[config.mk]
export PLATFORM = sky130hd
export DESIGN_NAME = mult_dot_acc
export DESIGN_NICKNAME = d
export VERILOG_FILES = /design/src/rtl/mult_dot_acc.sv
export SDC_FILE = /design/constraint.sdc
export NUM_CORES = 1
export LEC_CHECK = 0
export BUFFER_PORTS_ARGS = -buffer_cell sky130_fd_sc_hd__buf_2
export CAP_MARGIN = 40
export CELL_PAD_IN_SITES_DETAIL_PLACEMENT = 0
export CELL_PAD_IN_SITES_GLOBAL_PLACEMENT = 2
export CORE_ASPECT_RATIO = 1.4
export CORE_MARGIN = 2
export CORE_UTILIZATION = 37
export CTS_CLUSTER_DIAMETER = 50
export DETAILED_ROUTE_END_ITERATION = 10
export GPL_TIMING_DRIVEN = 0
export HOLD_SLACK_MARGIN = 0.15
export PLACE_DENSITY_LB_ADDON = 0.2
export REMOVE_ABC_BUFFERS = 1
export SLEW_MARGIN = 20
export SYNTH_ARGS = -nofsm -noshare
export SYNTH_HDL_FRONTEND = slang
export SYNTH_SLANG_ARGS = --single-unit
export TNS_END_PERCENT = 20
[constraint.sdc]
create_clock -name clk -period 5.3 [get_ports clk]
set_input_delay 0.795 -clock clk [delete_from_list [all_inputs] [get_ports clk]]
set_output_delay 0.795 -clock clk [all_outputs]
set_load 0.01 [all_outputs]
[src/rtl/mult_dot_acc.sv]
// mult_dot_acc: dot-product accumulator wrapped around the pipelined
// multiplier mult_LP_V3.
//
// Operand pairs arrive on a valid/ready stream. They go straight to the
// multiplier. A LAT-deep tag pipe follows each accepted pair, so the matching
// product is recognised when it leaves the multiplier. Products are summed
// until the product tagged "last" arrives. The sum, element count and overflow
// flag are then presented on a valid/ready result port. Only one vector is in
// flight at a time.
//
// Ports:
//   clk, rst_n          clock (rising edge), asynchronous active-low reset
//   in_valid/in_ready   operand stream handshake
//   in_a, in_b          unsigned operands
//   in_last             pair terminates the current vector
//   mul_a, mul_b        operands to the multiplier (combinational pass-through)
//   mul_p               product from the multiplier, LAT cycles later
//   out_valid/out_ready result handshake
//   out_sum             dot-product sum, wraps modulo 2^ACC_W
//   out_len             element count, saturating at 2^CNT_W-1
//   out_ovf             accumulator carried out during this vector
module mult_dot_acc #(
  parameter int W     = 8,
  parameter int LAT   = 10,
  parameter int G     = 4,
  parameter int CNT_W = 8,
  localparam int ACC_W = 2*W + G
) (
  input  logic               clk,
  input  logic               rst_n,
  input  logic               in_valid,
  output logic               in_ready,
  input  logic [W-1:0]       in_a,
  input  logic [W-1:0]       in_b,
  input  logic               in_last,
  output logic [W-1:0]       mul_a,
  output logic [W-1:0]       mul_b,
  input  logic [2*W-1:0]     mul_p,
  output logic               out_valid,
  input  logic               out_ready,
  output logic [ACC_W-1:0]   out_sum,
  output logic [CNT_W-1:0]   out_len,
  output logic               out_ovf
);

  typedef enum logic [1:0] {
    S_ACC   = 2'd0,
    S_FLUSH = 2'd1,
    S_OUT   = 2'd2
  } state_t;

  function automatic logic [CNT_W-1:0] sat_inc(input logic [CNT_W-1:0] c);
    return (&c) ? c : c + CNT_W'(1);
  endfunction

  state_t             state_q, state_d;
  logic               in_ready_q, in_ready_d;
  logic [LAT-1:0]     tag_vld_q, tag_vld_d;
  logic [LAT-1:0]     tag_last_q, tag_last_d;
  logic [ACC_W-1:0]   acc_q, acc_d;
  logic [CNT_W-1:0]   cnt_q, cnt_d;
  logic               ovf_q, ovf_d;
  logic               out_valid_q, out_valid_d;
  logic [ACC_W-1:0]   out_sum_q, out_sum_d;
  logic [CNT_W-1:0]   out_len_q, out_len_d;
  logic               out_ovf_q, out_ovf_d;

  logic               accept;
  logic               prod_vld;
  logic               prod_last;
  logic [ACC_W:0]     sum_ext;
  logic               carry;

  assign mul_a     = in_a;
  assign mul_b     = in_b;
  assign in_ready  = in_ready_q;
  assign out_valid = out_valid_q;
  assign out_sum   = out_sum_q;
  assign out_len   = out_len_q;
  assign out_ovf   = out_ovf_q;

  // Stage 0: accept, tag entry into the pipe tracking the multiplier
  always_comb begin
    accept     = in_valid && in_ready_q;
    tag_vld_d  = {tag_vld_q[LAT-2:0], accept};
    tag_last_d = {tag_last_q[LAT-2:0], accept && in_last};
  end

  // Stage LAT-1: tagged product leaves the multiplier and is accumulated
  always_comb begin
    prod_vld  = tag_vld_q[LAT-1];
    prod_last = tag_last_q[LAT-1];
    sum_ext   = {1'b0, acc_q} + (ACC_W+1)'(mul_p);
    carry     = sum_ext[ACC_W];

    state_d     = state_q;
    acc_d       = acc_q;
    cnt_d       = cnt_q;
    ovf_d       = ovf_q;
    out_valid_d = out_valid_q;
    out_sum_d   = out_sum_q;
    out_len_d   = out_len_q;
    out_ovf_d   = out_ovf_q;

    if (prod_vld) begin
      if (prod_last) begin
        // Final product: publish the totals and restart the accumulator
        // in the same edge.
        out_sum_d   = sum_ext[ACC_W-1:0];
        out_len_d   = sat_inc(cnt_q);
        out_ovf_d   = ovf_q | carry;
        out_valid_d = 1'b1;
        acc_d       = '0;
        cnt_d       = '0;
        ovf_d       = 1'b0;
      end else begin
        acc_d = sum_ext[ACC_W-1:0];
        cnt_d = sat_inc(cnt_q);
        ovf_d = ovf_q | carry;
      end
    end

    case (state_q)
      S_ACC: begin
        if (accept && in_last) state_d = S_FLUSH;
      end
      S_FLUSH: begin
        if (prod_vld && prod_last) state_d = S_OUT;
      end
      S_OUT: begin
        if (out_valid_q && out_ready) begin
          out_valid_d = 1'b0;
          state_d     = S_ACC;
        end
      end
      default: state_d = S_ACC;
    endcase

    // in_ready is registered so it stays low through reset and rises on
    // the first edge after release.
    in_ready_d = (state_d == S_ACC);
  end

  always_ff @(posedge clk or negedge rst_n) begin
    if (!rst_n) begin
      state_q     <= S_ACC;
      in_ready_q  <= 1'b0;
      tag_vld_q   <= '0;
      tag_last_q  <= '0;
      acc_q       <= '0;
      cnt_q       <= '0;
      ovf_q       <= 1'b0;
      out_valid_q <= 1'b0;
      out_sum_q   <= '0;
      out_len_q   <= '0;
      out_ovf_q   <= 1'b0;
    end else begin
      state_q     <= state_d;
      in_ready_q  <= in_ready_d;
      tag_vld_q   <= tag_vld_d;
      tag_last_q  <= tag_last_d;
      acc_q       <= acc_d;
      cnt_q       <= cnt_d;
      ovf_q       <= ovf_d;
      out_valid_q <= out_valid_d;
      out_sum_q   <= out_sum_d;
      out_len_q   <= out_len_d;
      out_ovf_q   <= out_ovf_d;
    end
  end

endmodule

==> key figures <==
Power and ir drop
  – Int Pwr: 0.000998 W
  – Static Leakage: around 2.2 nW
  – Peak VDD IR: 0.142 mV
  – Reg power frac: 0.473
  – Clk pwr share: 0.439
  – Switching Power: 0.000339 W
  – Comb power frac: 0.088
  – Pwr/cell area: roughly 280 nW/µm²
  – Sw Ratio: 0.254

Synth
  – Post-synth EDFFs: 0
  – FF+latch count, synth: 82
  – Share of Yosys cell area claimed by the top area cell type: 0.497
  – Largest area contributor in the netlist: dfrtp_1
  – Synth Flop Type: dfrtp_1
  – Async set or reset register ratio after synthesis: 1.00
  – Synth area leaders: dfrtp_1 (50%), ha_1 (5.2%), nand2_1 (3.7%), o21ai_0 (3.6%), buf_4 (2.9%)
  – Sequential fraction of the synthesis area: 0.497
  – Syn Area/Cell: 10.1 µm²
  – Netlist Area Pre-Place: 4130 µm²
  – Synth unique cells: 53
  – Synth warn: 0
  – Cells after Synth: between 400 and 500

STA
  – Clock skew: ~9.6 ps
  – Final Hold Vio Count: 0
  – Pins Over Slew Limit: 0
  – Crit share post-route: 0.504
  – Slew @ Worst Pin: roughly 740 ps
  – # setup viols final: 0
  – Min Tclk post-route: 2670 ps
  – RSZ-0062 raised after global routing: false
  – Worst hold margin: 348 ps
  – Setup ws final: 2630 ps
  – Sum Neg Setup Slack: 0 ps
  – Slew headroom: 0.506
  – Fmax: 0.375 GHz

Place
  – Placed instance area: 4400 µm²
  – Placed cell count: 566
  – Place WS: about 2400 ps
  – RD Place Congestion: between 0.7 and 0.8
  – DP Wirelength: 6.52 mm
  – Port Buf Inserts: just over 50

Clock network
  – Post-CTS Setup Bufs: 0
  – Num Clock Sinks: 82
  – Root Driver: clkbuf_16
  – Skew-Pair Late Insertion Delay: ~340 ps
  – Worst-path clk slew: 60 ps
  – CTS tree: built
  – Post-CTS Resized: 0
  – H-tree depth: 3
  – Total CTS buffers: 9
  – # hold bufs at CTS: 0
  – Clk buf depth: 2

Finish
  – Leading cell type in the layout, fill and taps excluded: dfrtp_1
  – Commonest non-fill, non-tap cells in the layout: dfrtp_1 (82), buf_2 (50), nand2_1 (40)
  – Layout cells sized above 1: 0.192
  – Area growth syn-to-layout: 13.9%
  – # diodes: 0
  – Fin cells: 583
  – Final instance area: 4700 µm²
  – Nets@finish: 492

Setup path
  – Crit path DAT: about 2900 ps
  – Nature of the critical path endpoint: flop
  – CP Launch Type: flop
  – CP required: 5520 ps
  – CP Class: flop to flop
  – Crit-path max FO: 15

Floorplan
  – Die X-Extent: roughly 93 µm
  – Cell row count: 45
  – Starting density of the core: 0.380
  – Die Area: around 12000 µm²
  – Core area: 10900 µm²
  – # IOs: between 80 and 90
  – Die Ht: approximately 130 µm

Drt
  – Number of vias per cell: 5.14
  – Routed wire per std cell: 15.8 µm
  – Vias: around 3000
  – DR iter-0 viols: around 130
  – Final wirelength: between 9 and 10 mm
  – DRC Markers: 0
  – Routed Antenna Nets: 0
  – Initial DRT Pass Iterations: 5

GRT
  – Initial antenna violation count: 0
  – Vias in the first global route: 3080
  – First-pass GRT wire length: 15.2 mm
  – GRT Util Overall: 0.165
  – Largest net degree at the start of global routing: 51
  – GRT Residual Overflow: 0

Status
  – Outcome: finished clean

Flow run
  – Maxcap violations: 0

Min path
  – Worst hold path type: flop to flop
## area by class of cell
cell class / instances / area (µm²)
clock buffer: 10 / 229
inverter: 13 / 48.8
clock inverter: 6 / 50.0
timing repair buffer: 55 / 328
fill: 1096 / 6170
tap: 141 / 176
sequential: 82 / 2050
multi-input combinational: 276 / 1820
## cells in the mapped netlist, types with 2 or more instances
cell type and instances:
nor2_1 23, nor3_1 2, xor2_1 7, a31oi_1 8, nand4_1 6, ha_1 17
nand2_1 41, o211ai_1 3, o2bb2ai_1 10, or3_1 2, and3_1 6, buf_4 16
o21bai_1 4, o21ai_1 7, buf_2 8, inv_1 12, a211oi_1 2, o21ai_0 30
dfrtp_1 82, a21oi_1 22, mux2i_1 3, o22ai_1 3, o211ai_2 2, a31o_2 2
a22o_1 2, and2_1 8, o31ai_1 3, clkbuf_1 13, nor2b_1 7, nand3_1 15
nand3b_1 2, a31o_1 5, mux2_2 4, xnor2_1 13
## flip-flops by register name, summed over array words and instances (netlist names)
name and count:
acc_q 20, out_len 8, state_q 2, in_ready 1, cnt_q 8, out_ovf 1
tag_last_q 10, out_valid 1, ovf_q 1, tag_vld_q 10, out_sum 20
## per-stage QoR
stage	util	total power, W
3_5_place_dp	0.405	0.000762
2_1_floorplan	-	0.000719
3_3_place_gp	0.400	0.000759
5_1_grt	0.433	0.00140
6_report	0.433	0.00134
4_1_cts	0.431	0.00136
## path summary, 6_finish.rpt
path	start	to	slack, ps	cells after the start
min	tag_vld_q[7]	tag_vld_q[8]	350	0
min reg2reg	tag_vld_q[7]	tag_vld_q[8]	350	0
min in group asynchronous	rst_n	cnt_q[2]	420	1
max	tag_last_q[9]	out_sum[13]	2630	4
max reg2reg	tag_last_q[9]	out_sum[13]	2630	4
max in group asynchronous	rst_n	tag_vld_q[5]	4280	2
## cells by family (layout without fill, tap and decap cells)
kind of cell             after synthesis  after routing  synth area share
AND/OR/NAND/NOR                      118            118             0.141
adder cells (fa/ha/maj)               18             18            0.0564
multiplexers                           8              8            0.0218
AO/OA/AOI/OAI                        112            112             0.178
flip-flops                            82             82             0.497
XOR/XNOR                              20             20            0.0424
buffers and inverters                 51             84            0.0634
## layer usage
layer,up-vias,part of all wire,global-route usage
li1,1481,-,-
met1,1426,0.44,0.205
met2,79,0.49,0.265
met3,13,0.050,0.0439
met4,0,0.020,0.0770
met5,-,0,0.0125
## critical path, cell delays in order (launching register included)
cell and delay, ps:
dfrtp_1 750, clkinv_1 520, nor2_1 670, buf_4 270, mux2_2 330
## power groups by stage
stage	sequential (W)	combinational, W	clock, W
after global routing	0.000632	0.000133	0.000640
after global placement	0.000644	0.000116	0
after detailed placement	0.000644	0.000119	0
after floorplan	0.000643	0.0000757	0
after CTS	0.000632	0.000120	0.000613
final	0.000632	0.000118	0.000587
Power figures use the tool's default switching activity.
